`src/rtl/imm_sequencer_pkg.sv`:
```
// Shared processor definitions for the immediate sequencer: opcode
// constants and the FSM state encoding.
package imm_sequencer_pkg;

   // Opcode values in instr[15:12]
   localparam logic [3:0] OPC_LDI = 4'h1;   // single-word signed 12-bit load
   localparam logic [3:0] OPC_LDH = 4'h2;   // prefix: imm[15:12] in instr[3:0]
   localparam logic [3:0] OPC_LDL = 4'h3;   // suffix: imm[11:0] unsigned

   // Sequencer FSM encoding
   typedef enum logic [1:0] {
      IDLE   = 2'd0,
      PREFIX = 2'd1,
      HOLD   = 2'd2
   } state_t;

endpackage

```
`src/rtl/imm_sequencer_signextender.sv`:
```
// Sign extender: widens a 12-bit two's-complement field to 16 bits.
module signextender (
   input  logic [11:0] i_in,
   output logic [15:0] o_out
);

   // Replicate bit 11 into the upper nibble
   assign o_out = {{4{i_in[11]}}, i_in};

endmodule

```
`src/rtl/imm_sequencer.sv`:
```
// Immediate sequencer: assembles 16-bit immediates from LDI or LDH+LDL
// instruction sequences and presents them on a valid/ready output.
//
// Handshakes: an input word transfers on a rising edge where
// instr_valid && instr_ready; an immediate transfers on a rising edge
// where imm_valid && imm_ready. imm_valid never depends on imm_ready,
// and imm is held stable while imm_valid is high.
module imm_sequencer
   import imm_sequencer_pkg::*;
#(
   parameter logic [3:0] OP_LDI = OPC_LDI,
   parameter logic [3:0] OP_LDH = OPC_LDH,
   parameter logic [3:0] OP_LDL = OPC_LDL
) (
   input  logic        clk,
   input  logic        reset,
   input  logic        instr_valid,
   input  logic [15:0] instr,
   output logic        instr_ready,
   output logic        imm_valid,
   output logic [15:0] imm,
   input  logic        imm_ready,
   output logic        err,
   output state_t      dbg_state
);

   state_t      r_state;
   logic [3:0]  r_hi;
   logic [15:0] r_imm;
   logic        r_err;

   logic        w_accept;
   logic [3:0]  w_opcode;
   logic [11:0] w_field;
   logic [15:0] w_sext;

   assign w_opcode = instr[15:12];
   assign w_field  = instr[11:0];

   // Input is only taken while no immediate is waiting for the consumer
   assign instr_ready = (r_state != HOLD);
   assign w_accept    = instr_valid && instr_ready;

   signextender u_sext (
      .i_in  (w_field),
      .o_out (w_sext)
   );

   // Sequencer FSM with hi-nibble, immediate and error-pulse registers
   always_ff @(posedge clk) begin
      if (reset) begin
         r_state <= IDLE;
         r_hi    <= 4'h0;
         r_imm   <= 16'h0000;
         r_err   <= 1'b0;
      end else begin
         r_err <= 1'b0;
         case (r_state)
            IDLE: begin
               if (w_accept) begin
                  if (w_opcode == OP_LDI) begin
                     r_imm   <= w_sext;
                     r_state <= HOLD;
                  end else if (w_opcode == OP_LDH) begin
                     r_hi    <= instr[3:0];
                     r_state <= PREFIX;
                  end else if (w_opcode == OP_LDL) begin
                     // Suffix without a prefix: drop it and flag
                     r_err <= 1'b1;
                  end
                  // Any other opcode is consumed silently
               end
            end
            PREFIX: begin
               if (w_accept) begin
                  if (w_opcode == OP_LDL) begin
                     r_imm   <= {r_hi, w_field};
                     r_state <= HOLD;
                  end else if (w_opcode == OP_LDI) begin
                     // Broken pair: discard prefix, still honour the LDI
                     r_err   <= 1'b1;
                     r_imm   <= w_sext;
                     r_state <= HOLD;
                  end else if (w_opcode == OP_LDH) begin
                     // Second prefix replaces the first
                     r_err <= 1'b1;
                     r_hi  <= instr[3:0];
                  end else begin
                     r_err   <= 1'b1;
                     r_state <= IDLE;
                  end
               end
            end
            HOLD: begin
               if (imm_ready) begin
                  r_state <= IDLE;
               end
            end
            default: r_state <= IDLE;
         endcase
      end
   end

   assign imm_valid = (r_state == HOLD);
   assign imm       = r_imm;
   assign err       = r_err;
   assign dbg_state = r_state;

endmodule

```
`config.mk`:
```
export PLATFORM = sky130hd
export DESIGN_NAME = imm_sequencer
export DESIGN_NICKNAME = d
export VERILOG_FILES = /design/src/rtl/imm_sequencer_pkg.sv /design/src/rtl/imm_sequencer_signextender.sv /design/src/rtl/imm_sequencer.sv
export SDC_FILE = /design/constraint.sdc
export NUM_CORES = 1
export LEC_CHECK = 0
export ABC_AREA = 0
export CORE_MARGIN = 2
export CORE_UTILIZATION = 65
export DETAILED_ROUTE_END_ITERATION = 8
export DONT_BUFFER_PORTS = 1
export GPL_TIMING_DRIVEN = 0
export PLACE_DENSITY_LB_ADDON = 0.25
export SETUP_SLACK_MARGIN = 0.15
export SYNTH_ARGS = -nofsm -noshare
export SYNTH_HDL_FRONTEND = slang
export SYNTH_SLANG_ARGS = --single-unit
```
`constraint.sdc`:
```
create_clock -name clk -period 2.3 [get_ports clk]
set_clock_uncertainty 0.1 [all_clocks]
set_input_delay 0.23 -clock clk [delete_from_list [all_inputs] [get_ports clk]]
set_output_delay 0.23 -clock clk [all_outputs]
set_load 0.01 [all_outputs]
```
==> results list <==
- Worst setup timing slack at the placement stage: between 700 and 800 ps
* Classification of the worst setup path: flip-flop to flip-flop
* Clock tree from TritonCTS: done
- Setup Fix Bufs, Post-CTS: 0
- Worst reg-to-reg setup slack: 660 ps
* Signed area change from the synthesized netlist to the final layout: 15.5%
- The routed layout has 1039 vias.
- Leading post-synthesis cells by cell area: dfxtp_1 40%, o31ai_2 9.8%, a21oi_1 7.8%, nand4_1 7.1%, o221a_2 2.9%
- Synthesis produced 116 cells.
- In the layout the commonest cells are 23 x dfxtp_1, 18 x a21oi_1, 13 x nand4_1, 13 x dlygate4sd3_1, 9 x o31ai_2.
* Number of cells on the worst reg-to-reg path: 4
- Total Routed Length: 2700 um
- Achievable Freq: slightly above 0.6 GHz
* Area of the die: 0.00212 mm2
* Worst Path Max Fanout: 10
- The worst path meets setup with 659 ps of slack.
* Overall global routing resource usage: between 20% and 30%
- Worst max-slew margin expressed relative to the limit: 49.8%
* Detailed placer's ending HPWL: 1820 um
* Critical path arrival: 1780 ps
* Cell type with the largest total area after synthesis: dfxtp_1
- Number of distinct standard cells referenced by the synthesized netlist: 34
- The number of antenna violations at the first check in global routing was 0.
* Vertical die dimension: 46.0 um
- Counting flops and latches in the post-synthesis netlist gives 23.
* Final ANT Viol Nets: 0
* CTS HTree Levels: 1
* Drt via density: 6.93
* Most common flop cell mapped by yosys: dfxtp_1
- Post-synthesis sequential area ratio: between 40% and 50%
* Pwr per Cell Area: roughly 530 mW/mm2
- The via count of the first global-routing pass was 1007.
- After layout, the worst path uses 71.4% of the clock period.
- Setup violations remaining at the end of the flow were counted as 0.
- For the final routed database, the setup TNS stands at 0 ps.
- The clock reaches the later pin of the worst-skew pair after about 300 ps.
- Boundary Pins: 41
- Sum of overflow across all layers after global routing: 0
- Area fraction of the dominant cell type after synthesis: 40.1%
* Endpoint of the worst setup timing path: imm[5]
- Root cell of the clock tree: clkbuf_4
* Async set-reset flop share out of synthesis: 0%
- Clock sink count: 23
- Summing all multi-input logic gate instances after layout gives 596 um2.
* Per-cell routed wire length: roughly 18 um
- ANT cells: 0
- Clock tree synthesis inserted a total of 3 buffers.
* Clk buf depth: 2
- The tool flagged a number of max-cap violations equal to 0.
- # fillers: 121
* Status: finished clean
- Total area of sequential cells: 460 um2
- Largest stage delay, worst path: 550 ps
* Cell-by-cell trace of the critical path: nand2b_1, clkbuf_1, nand4_1, a21oi_1
- Share of cells above drive strength 1: 22.6%
- Cells fill 78.5% of the core in the end.
- Core area: 0.00169 mm2
- The first global-routing pass estimated 4170 um of wire.
* Post-detailed-route DRC marker count: 0
- The number of nets handed over by synthesis was about 140.
* EDFF count, synth: 0
- Summed over all cells, the static leakage comes to roughly 0.43 nW.
- Hold/Removal Path Class: input pin to flip-flop
- Category of the worst setup path launch point: flip-flop
- In this run the critical register-to-register path is launched from dbg_state[0].
- Setup repair after global routing left no endpoint under its margin.
* Number of port buffers: 0
- The first routing iteration left 23 violations.
- Row generation in the floorplan step produced 15 rows.
* DR pass1 iterations: 4
* Hold Vio Cnt, Final: 0
- Post-CTS repair changed the size of 0 cells.
- For the worst setup path, the data required time is 2440 ps.
* Cell with the biggest individual delay on the critical path: dfxtp_1
* Post-Syn Area: 0.00115 mm2
- Maximum number of pins on one net before global-route repair: 13
- Once the floorplan was initialized, standard cells occupied a little under 70% of the core.
- The number of pins exceeding their max-slew limit in the final report came to 0.
- The worst-case IR drop observed on VDD is 0.440 mV.
- Worst-case hold slack: 19.8 ps
- Least-Margin Pin Slew: 742 ps
- After synthesis, the mean cell area works out to 9.90 um2.
* Reg-to-reg critical path endpoint: imm[5]
- Most common cell after layout, fill and taps aside: dfxtp_1
* Floorplan die width: 46.0 um
- For this run, the post-layout net count is 154.
- Clock-pin slew was measured on the worst setup and hold paths at 120 ps.
* Count of warnings emitted by yosys: 0
- Weighted congestion reported at the end of routability-driven placement: 0.895
- The routed design could run at a clock period as short as 1640 ps.
- Critical path origin: dbg_state[0]
- STA classifies the critical path endpoint as a flip-flop.
worst min path at each step:
stage             start      end  slack [ps]  cells after the start
2_1_floorplan  instr[0]  r_hi[0]         280                      2
3_3_place_gp   instr[3]  r_hi[3]         280                      2
3_5_place_dp   instr[2]  r_hi[2]         290                      2
4_1_cts        instr[2]   imm[2]         0.3                      2
5_1_grt           reset  imm[14]          10                      2
6_report          reset  imm[12]          20                      2
cells by family after synthesis:
group                     after synthesis  synth area share, %
DFF                                    23                 40.1
and+or+nand+nor                        34                 20.7
AOI/OAI and AO/OA                      44                 30.4
xor gates and xnor gates                1                0.763
buffers and inverters                  14                 8.06
where the power goes:
part           switching, mW  internal [mW]
clock                  0.114         0.0676
combinational         0.0612         0.0443
sequential            0.0110          0.406
total                  0.186          0.518
area by class of cell:
class,instances,share of cell area (%)
timing repair buffer,13,9.81
sequential,23,34.7
inverter,2,0.566
multi-input combinational,79,44.9
buffer,12,6.42
tap,17,1.60
clock buffer,4,1.98
Yosys cell counts (all sizes together) (2+ instances only):
cell type,instances
dfxtp,23
a21oi,18
nand4,13
o31ai,13
buf,9
nand3,5
o21ai,5
clkbuf,3
o221a,3
inv,2
nand2,2
nand2b,2
nor2b,2
nor3,2
metal layers:
layer	vias up	part of all wire (%)	global-route usage, %
met5	-	0	0
met4	0	1.6	8.57
met3	6	7.0	3.97
met2	54	52	49.4
met1	496	40	32.4
li1	483	-	-
registers in the layout, indices dropped and copies added (netlist names):
signal,cells
r_hi,4
dbg_state,2
err,1
imm,16
critical path: cells and delay by family, from the launching register on:
family,cells,cell delay [ps]
flip-flops,1,550
AND/OR/NAND/NOR,2,390
buffers and inverters,1,380
AO/OA/AOI/OAI,1,150
stage by stage:
| stage | instances | total power, mW | cell area, um2 |
|---|---|---|---|
| 6_report | 150 | 0.704 | 1330 |
| 5_1_grt | 150 | 0.736 | 1330 |
| 4_1_cts | 149 | 0.700 | 1320 |
| 3_5_place_dp | 133 | 0.511 | 1170 |
| 3_3_place_gp | 133 | 0.508 | 1170 |
| 2_1_floorplan | 116 | 0.494 | 1150 |
timing repair:
action                                  in CTS  in global routing
endpoints found under the setup margin       0                  0
hold endpoints to repair                    15                  1
hold buffers                                12                  1
No activity file was read; power rests on OpenSTA's default activity.
